<file path="config.mk">
export PLATFORM = sky130hd
export DESIGN_NAME = exu_oitf_flat
export DESIGN_NICKNAME = d
export VERILOG_FILES = /design/src/rtl/exu_oitf_if.sv /design/src/rtl/exu_oitf.sv /design/src/flat_wrapper.sv
export SDC_FILE = /design/constraint.sdc
export NUM_CORES = 1
export LEC_CHECK = 0
export BUFFER_PORTS_ARGS = -buffer_cell sky130_fd_sc_hd__buf_2
export CAP_MARGIN = 25
export CORE_ASPECT_RATIO = 1.75
export CORE_MARGIN = 5
export CORE_UTILIZATION = 58
export DETAILED_ROUTE_END_ITERATION = 16
export MAX_ROUTING_LAYER = met4
export PLACE_DENSITY = 0.88
export SLEW_MARGIN = 25
export SYNTH_ARGS = -nofsm -noshare
export SYNTH_HDL_FRONTEND = slang
export SYNTH_SLANG_ARGS = --single-unit
export TNS_END_PERCENT = 5
</file>
<file path="constraint.sdc">
create_clock -name clk -period 3 [get_ports clk]
set_clock_uncertainty 0.2 [all_clocks]
set_input_delay 0.15 -clock clk [delete_from_list [all_inputs] [get_ports clk]]
set_output_delay 0.15 -clock clk [all_outputs]
set_load 0.1 [all_outputs]
</file>
<file path="src/rtl/exu_oitf_if.sv">
`default_nettype none
// +----------------------------------------------------------------------------+
// | Module   : exu_oitf_if                                                     |
// | Purpose  : Dispatch, retire, hazard-check and status bundle for the OITF.  |
// | Revision : 1.0  initial release                                            |
// +----------------------------------------------------------------------------+
interface exu_oitf_if #(
    parameter int OITF_DEPTH  = 4,
    parameter int RFIDX_WIDTH = 5,
    parameter int PC_SIZE     = 32
);
    localparam int PTR_W = $clog2(OITF_DEPTH);

    // Dispatch (allocation) side
    logic                   dis_ena;
    logic                   dis_ready;
    logic                   dis_rdwen;
    logic [RFIDX_WIDTH-1:0] dis_rdidx;
    logic [PC_SIZE-1:0]     dis_pc;
    logic [PTR_W-1:0]       dis_ptr;

    // Long-pipe write-back (retire) side
    logic                   ret_ena;
    logic [PTR_W-1:0]       ret_ptr;
    logic                   ret_rdwen;
    logic [RFIDX_WIDTH-1:0] ret_rdidx;
    logic [PC_SIZE-1:0]     ret_pc;

    // Hazard check of the instruction sitting in dispatch
    logic                   chk_rs1en;
    logic                   chk_rs2en;
    logic                   chk_rdwen;
    logic [RFIDX_WIDTH-1:0] chk_rs1idx;
    logic [RFIDX_WIDTH-1:0] chk_rs2idx;
    logic [RFIDX_WIDTH-1:0] chk_rdidx;
    logic                   oitf_rs1_match;
    logic                   oitf_rs2_match;
    logic                   oitf_rd_match;

    // Occupancy status
    logic                   oitf_empty;
    logic                   oitf_full;
    logic [PTR_W:0]         oitf_count;

    modport master (
        output dis_ena, dis_rdwen, dis_rdidx, dis_pc,
        output ret_ena,
        output chk_rs1en, chk_rs2en, chk_rdwen, chk_rs1idx, chk_rs2idx, chk_rdidx,
        input  dis_ready, dis_ptr,
        input  ret_ptr, ret_rdwen, ret_rdidx, ret_pc,
        input  oitf_rs1_match, oitf_rs2_match, oitf_rd_match,
        input  oitf_empty, oitf_full, oitf_count
    );

    modport slave (
        input  dis_ena, dis_rdwen, dis_rdidx, dis_pc,
        input  ret_ena,
        input  chk_rs1en, chk_rs2en, chk_rdwen, chk_rs1idx, chk_rs2idx, chk_rdidx,
        output dis_ready, dis_ptr,
        output ret_ptr, ret_rdwen, ret_rdidx, ret_pc,
        output oitf_rs1_match, oitf_rs2_match, oitf_rd_match,
        output oitf_empty, oitf_full, oitf_count
    );
endinterface : exu_oitf_if
`default_nettype wire

</file>
<file path="src/rtl/exu_oitf.sv">
`default_nettype none
// +----------------------------------------------------------------------------+
// | Module   : exu_oitf                                                        |
// | Purpose  : Outstanding Instruction Track FIFO: in-order long-pipe tracking |
// |            with RAW/WAW hazard detection against outstanding destinations. |
// | Revision : 1.0  initial release                                            |
// +----------------------------------------------------------------------------+
module exu_oitf #(
    parameter int OITF_DEPTH  = 4,
    parameter int RFIDX_WIDTH = 5,
    parameter int PC_SIZE     = 32
) (
    input  logic       clk,
    input  logic       rst,
    exu_oitf_if.slave  oitf
);
    localparam int             PTR_W   = $clog2(OITF_DEPTH);
    localparam logic [PTR_W:0] C_PTR_ONE = {{PTR_W{1'b0}}, 1'b1};

    // Pointers carry one extra MSB as the wrap flag to tell full from empty.
    logic [PTR_W:0]         r_wptr;
    logic [PTR_W:0]         r_rptr;
    logic [OITF_DEPTH-1:0]  r_vld;
    logic [OITF_DEPTH-1:0]  r_rdwen;
    logic [RFIDX_WIDTH-1:0] r_rdidx [OITF_DEPTH];
    logic [PC_SIZE-1:0]     r_pc    [OITF_DEPTH];

    logic [PTR_W-1:0]       w_widx;
    logic [PTR_W-1:0]       w_ridx;
    logic                   w_empty;
    logic                   w_full;
    logic                   w_alloc;
    logic                   w_ret;

    assign w_widx  = r_wptr[PTR_W-1:0];
    assign w_ridx  = r_rptr[PTR_W-1:0];
    assign w_empty = (r_wptr == r_rptr);
    assign w_full  = (w_widx == w_ridx) && (r_wptr[PTR_W] != r_rptr[PTR_W]);

    // Alloc and retire never touch the same slot: that needs full or empty,
    // and each case disables one side.
    assign w_alloc = oitf.dis_ena & ~w_full;
    assign w_ret   = oitf.ret_ena & ~w_empty;

    always_ff @(posedge clk) begin
        if (rst) begin
            r_wptr  <= '0;
            r_rptr  <= '0;
            r_vld   <= '0;
            r_rdwen <= '0;
            for (int i = 0; i < OITF_DEPTH; i++) begin
                r_rdidx[i] <= '0;
                r_pc[i]    <= '0;
            end
        end else begin
            if (w_alloc) begin
                r_vld[w_widx]   <= 1'b1;
                r_rdwen[w_widx] <= oitf.dis_rdwen;
                r_rdidx[w_widx] <= oitf.dis_rdidx;
                r_pc[w_widx]    <= oitf.dis_pc;
                r_wptr          <= r_wptr + C_PTR_ONE;
            end
            if (w_ret) begin
                r_vld[w_ridx] <= 1'b0;
                r_rptr        <= r_rptr + C_PTR_ONE;
            end
        end
    end

    // Per-entry hazard hits; only valid entries that write rd participate.
    logic [OITF_DEPTH-1:0] w_rs1_hit;
    logic [OITF_DEPTH-1:0] w_rs2_hit;
    logic [OITF_DEPTH-1:0] w_rd_hit;

    for (genvar i = 0; i < OITF_DEPTH; i++) begin : g_entry
        logic w_live;
        assign w_live       = r_vld[i] & r_rdwen[i];
        assign w_rs1_hit[i] = w_live & (r_rdidx[i] == oitf.chk_rs1idx);
        assign w_rs2_hit[i] = w_live & (r_rdidx[i] == oitf.chk_rs2idx);
        assign w_rd_hit[i]  = w_live & (r_rdidx[i] == oitf.chk_rdidx);
    end

    // x0 is hard-wired zero, so a zero check index can never carry a hazard.
    assign oitf.oitf_rs1_match = oitf.chk_rs1en & (|oitf.chk_rs1idx) & (|w_rs1_hit);
    assign oitf.oitf_rs2_match = oitf.chk_rs2en & (|oitf.chk_rs2idx) & (|w_rs2_hit);
    assign oitf.oitf_rd_match  = oitf.chk_rdwen & (|oitf.chk_rdidx)  & (|w_rd_hit);

    assign oitf.dis_ready  = ~w_full;
    assign oitf.dis_ptr    = w_widx;
    assign oitf.ret_ptr    = w_ridx;
    assign oitf.ret_rdwen  = ~w_empty & r_rdwen[w_ridx];
    assign oitf.ret_rdidx  = w_empty ? '0 : r_rdidx[w_ridx];
    assign oitf.ret_pc     = w_empty ? '0 : r_pc[w_ridx];
    assign oitf.oitf_empty = w_empty;
    assign oitf.oitf_full  = w_full;
    assign oitf.oitf_count = r_wptr - r_rptr;

endmodule : exu_oitf
`default_nettype wire

</file>
<file path="src/flat_wrapper.sv">
// flat-port wrapper written by rule: the top's interface ports become plain ports
module exu_oitf_flat 
#(
    parameter int OITF_DEPTH  = 4,
    parameter int RFIDX_WIDTH = 5,
    parameter int PC_SIZE     = 32
)
  (clk, rst, oitf_dis_ena, oitf_dis_rdwen, oitf_dis_rdidx, oitf_dis_pc, oitf_ret_ena, oitf_chk_rs1en, oitf_chk_rs2en, oitf_chk_rdwen, oitf_chk_rs1idx, oitf_chk_rs2idx, oitf_chk_rdidx, oitf_dis_ready, oitf_dis_ptr, oitf_ret_ptr, oitf_ret_rdwen, oitf_ret_rdidx, oitf_ret_pc, oitf_oitf_rs1_match, oitf_oitf_rs2_match, oitf_oitf_rd_match, oitf_oitf_empty, oitf_oitf_full, oitf_oitf_count);
  exu_oitf_if #(.OITF_DEPTH(OITF_DEPTH), .RFIDX_WIDTH(RFIDX_WIDTH), .PC_SIZE(PC_SIZE)) oitf_i ();
  input  logic clk;
  input  logic rst;
  input wire logic [$bits(oitf_i.dis_ena)-1:0] oitf_dis_ena;
  input wire logic [$bits(oitf_i.dis_rdwen)-1:0] oitf_dis_rdwen;
  input wire logic [$bits(oitf_i.dis_rdidx)-1:0] oitf_dis_rdidx;
  input wire logic [$bits(oitf_i.dis_pc)-1:0] oitf_dis_pc;
  input wire logic [$bits(oitf_i.ret_ena)-1:0] oitf_ret_ena;
  input wire logic [$bits(oitf_i.chk_rs1en)-1:0] oitf_chk_rs1en;
  input wire logic [$bits(oitf_i.chk_rs2en)-1:0] oitf_chk_rs2en;
  input wire logic [$bits(oitf_i.chk_rdwen)-1:0] oitf_chk_rdwen;
  input wire logic [$bits(oitf_i.chk_rs1idx)-1:0] oitf_chk_rs1idx;
  input wire logic [$bits(oitf_i.chk_rs2idx)-1:0] oitf_chk_rs2idx;
  input wire logic [$bits(oitf_i.chk_rdidx)-1:0] oitf_chk_rdidx;
  output wire logic [$bits(oitf_i.dis_ready)-1:0] oitf_dis_ready;
  output wire logic [$bits(oitf_i.dis_ptr)-1:0] oitf_dis_ptr;
  output wire logic [$bits(oitf_i.ret_ptr)-1:0] oitf_ret_ptr;
  output wire logic [$bits(oitf_i.ret_rdwen)-1:0] oitf_ret_rdwen;
  output wire logic [$bits(oitf_i.ret_rdidx)-1:0] oitf_ret_rdidx;
  output wire logic [$bits(oitf_i.ret_pc)-1:0] oitf_ret_pc;
  output wire logic [$bits(oitf_i.oitf_rs1_match)-1:0] oitf_oitf_rs1_match;
  output wire logic [$bits(oitf_i.oitf_rs2_match)-1:0] oitf_oitf_rs2_match;
  output wire logic [$bits(oitf_i.oitf_rd_match)-1:0] oitf_oitf_rd_match;
  output wire logic [$bits(oitf_i.oitf_empty)-1:0] oitf_oitf_empty;
  output wire logic [$bits(oitf_i.oitf_full)-1:0] oitf_oitf_full;
  output wire logic [$bits(oitf_i.oitf_count)-1:0] oitf_oitf_count;
  assign oitf_i.dis_ena = oitf_dis_ena;
  assign oitf_i.dis_rdwen = oitf_dis_rdwen;
  assign oitf_i.dis_rdidx = oitf_dis_rdidx;
  assign oitf_i.dis_pc = oitf_dis_pc;
  assign oitf_i.ret_ena = oitf_ret_ena;
  assign oitf_i.chk_rs1en = oitf_chk_rs1en;
  assign oitf_i.chk_rs2en = oitf_chk_rs2en;
  assign oitf_i.chk_rdwen = oitf_chk_rdwen;
  assign oitf_i.chk_rs1idx = oitf_chk_rs1idx;
  assign oitf_i.chk_rs2idx = oitf_chk_rs2idx;
  assign oitf_i.chk_rdidx = oitf_chk_rdidx;
  assign oitf_dis_ready = oitf_i.dis_ready;
  assign oitf_dis_ptr = oitf_i.dis_ptr;
  assign oitf_ret_ptr = oitf_i.ret_ptr;
  assign oitf_ret_rdwen = oitf_i.ret_rdwen;
  assign oitf_ret_rdidx = oitf_i.ret_rdidx;
  assign oitf_ret_pc = oitf_i.ret_pc;
  assign oitf_oitf_rs1_match = oitf_i.oitf_rs1_match;
  assign oitf_oitf_rs2_match = oitf_i.oitf_rs2_match;
  assign oitf_oitf_rd_match = oitf_i.oitf_rd_match;
  assign oitf_oitf_empty = oitf_i.oitf_empty;
  assign oitf_oitf_full = oitf_i.oitf_full;
  assign oitf_oitf_count = oitf_i.oitf_count;
  exu_oitf #(.OITF_DEPTH(OITF_DEPTH), .RFIDX_WIDTH(RFIDX_WIDTH), .PC_SIZE(PC_SIZE)) u_core (.clk(clk), .rst(rst), .oitf(oitf_i));
endmodule
</file>
==> flow_summary.ini <==
[status]
outcome = complete, no violations

[logic_synthesis]
yosys_warnings = 0
synth_compound_area_share_pct = 1.60
synth-edff-count = 148
synth_top_family_by_area = simple AND/OR/NAND/NOR gates
synth_fa_ha_area_share_pct = 1.73
ys_seq_elements = 164
synth_area_per_cell_um2 = 13.8
synth_top_flop_cell = edfxtp_1
syn-cell-area_mm2 = 0.00837
synth_mux_area_share_pct = 10.3
synthArstFlopShare_pct = 0
syn-num-nets = 677
synth-simple-area-share_pct = 18.2
synthXorXnorAreaFrac_pct = 7.00
ys_seq_area_share_pct = 56.9
synthDistinctLibCells = 34
netlist_instances = 606

[worst_setup_path]
crit_required_ns = 2.65
worst-setup-path-type = reg2out
cp_max_fo = 4
crit_path_start_kind = flip-flop
arrival_ns = 2.50
cp-end-kind = primary output

[cells_and_area]
antennaDiodeCount = 0
syn2layout_area_growth_pct = 20.7
finalInstanceArea_mm2 = 0.0101
final_layout_size_suffix_gt1_share_pct = 28.2
fin_nets = 811

[sta]
tightest_slew_ns = 0.964
period_minus_slack_ns = 2.85
finalHoldWorstSlack_ns = 0.0440
relSlewSlack_pct = 35.7
hold_viol = 0
grt_setup_unrepaired = false
setup_viol = 0
fin_ws_ns = 0.146
fin_crit_sh_pct = 95.1
fmax_mhz = 350
drv_slew = 0

[detailed_routing]
ant_nets = 0
detail_route.iter0.violations = 327
avgRoutedWirePerCell_um = 21.2
drt-pass1-iter-count = 5
vias = 5350
viasPerCell = 5.73
drc_errors = 0
totalWireLength_mm = 19.8

[cts]
cts_tree = built
clkSinkCount = 164
numCtsBuffers = 17
post-cts-setup-buffers = 0
path_clk_slew_ns = 0.07
clockBufferDepth = 2
clk_latency_ns = 0.42
cts-root-buf = clkbuf_16
ctsHtreeMaxLevel = 4

[global_route]
grt_pass1_vias = 5787
grt_antenna_before_repair = 0
grt_usage_pct = 24.7
grt_pass1_wl_mm = 30.6
overflow = 0
grt_max_degree = 38

[die]
die_w_um = 101
die_h_um = 169
core-area_mm2 = 0.0143
rows = 58
start_util_pct = 58.5
ios = 111
die_area_mm2 = 0.0170

[place]
gp_congestion = 0.938
port_buffers = 110
post-place-ws_ns = 0.151
place_hpwl_mm = 12.8
placed_cell_area_mm2 = 0.00903

[worst_hold_path]
hold_class = in2reg

[pwr]
ir_drop_mv = 0.515
p_leak_uw = 0.00400
powerDensity_mw_per_mm2 = 763
total_power_uw = 7710

[run]
drv_cap = 0
## path summary, 6_finish.rpt
check                           slack, ns  cells after the start                                to                               start
worst max-delay path                 0.15                      6               oitf_oitf_rs2_match  u_core.r_rdidx[1][4]$_SDFFCE_PN0P_
worst min-delay path                 0.04                      5                         flip-flop                        oitf_ret_ena
worst max register to register       0.16                      7  u_core.r_pc[0][29]$_SDFFCE_PN0P_       u_core.r_wptr[0]$_SDFFE_PP0N_
worst min register to register       0.33                      2    u_core.r_rdwen[2]$_SDFFE_PP0P_      u_core.r_rdwen[2]$_SDFFE_PP0P_
## cell type report
type | count | area [um2]
Timing Repair Buffer | 166 | 1120
Tap cell | 180 | 225
Inverter | 8 | 30.0
Multi-Input combinational cell | 383 | 3290
Clock inverter | 15 | 238
Sequential cell | 164 | 4770
Fill cell | 872 | 4200
Clock buffer | 17 | 425
## cell families (layout without fill, tap and decap cells)
logic type                 Yosys count  in the layout
AOI/OAI and AO/OA                   19             19
xor gates and xnor gates            66             66
adders and majority gates           11             11
buffers and inverters               59            206
DFF                                164            164
muxes                               39             39
and+or+nand+nor                    248            248
## worst max-delay path: stages, from the launching register on
cell      delay (ns)
edfxtp_1        0.46
xor2_1          0.19
nor4_1          0.54
nand4_1         0.16
nand4_1         0.14
o311a_1         0.17
buf_2           0.42
## Yosys cell counts (5+ instances only)
library cell,count,area [um2]
buf_1,6,22.5
edfxtp_1,148,4440
nor2_1,8,30.0
dfxtp_1,16,320
a21oi_1,9,45.0
inv_1,8,30.0
and2_1,148,926
nand4_1,15,93.8
nor2b_1,39,244
xor2_1,50,438
buf_6,14,158
clkbuf_1,19,71.3
nor4_1,12,75.1
mux4_2,38,856
nand2_1,10,37.5
ha_1,10,125
xnor2_1,15,131
buf_2,5,25.0
## routing by layer
layer  share of wire [%]  global-route usage [%]  vias to the layer above
met5                   0                       -                        -
met4                 3.5                    11.1                        0
met3                 5.8                    4.49                       50
met2                  56                    43.4                      230
met1                  35                    26.6                     2657
li1                    -                       -                     2413
## cells in the final DEF, fill, tap and decap left out, drive strengths merged
cell type	instances
o311a	3
or2	4
mux4	38
xor2	50
mux2i	1
edfxtp	148
a21oi	9
o21a	1
dlygate4sd3	40
or3	3
nand4	15
clkinv	3
inv	15
nor2b	39
fa	1
nor2	8
a31oi	1
a31o	1
nand2b	1
a211oi	4
dfxtp	16
nor3	3
and3	1
buf	126
nand2	10
and2	148
xnor2	16
nand3	4
ha	10
bufinv	5
nor4	12
clkbuf	17
## per-stage QoR
stage                     setup TNS, ns  cells  util (%)
after floorplan                   -4.40    606         -
after global placement                0    861      63.1
after detailed placement              0    861      63.1
after CTS                             0    933      70.6
after global routing                  0    933      70.6
final                                 0    933      70.6
## where the power goes
| group | internal [uW] | switching [uW] |
|---|---|---|
| sequential | 2660 | 92.9 |
| clock | 1500 | 907 |
| combinational | 672 | 1880 |
## what timing repair did
| item | in CTS | in global routing |
|---|---|---|
| setup endpoints to repair | 0 | 22 |
| endpoints found under the hold margin | 164 | 0 |
| hold buffers | 40 | 0 |
| resized for setup | 0 | 2 |
## state kept, by name (all words and copies together) (netlist names), named ones only
register	count
u_core.r_wptr	3
u_core.r_rdwen	4
u_core.r_rdidx	20
u_core.r_rptr	3
u_core.r_pc	128
u_core.r_vld	4
Note: power is estimated with default switching activity, not from simulation.
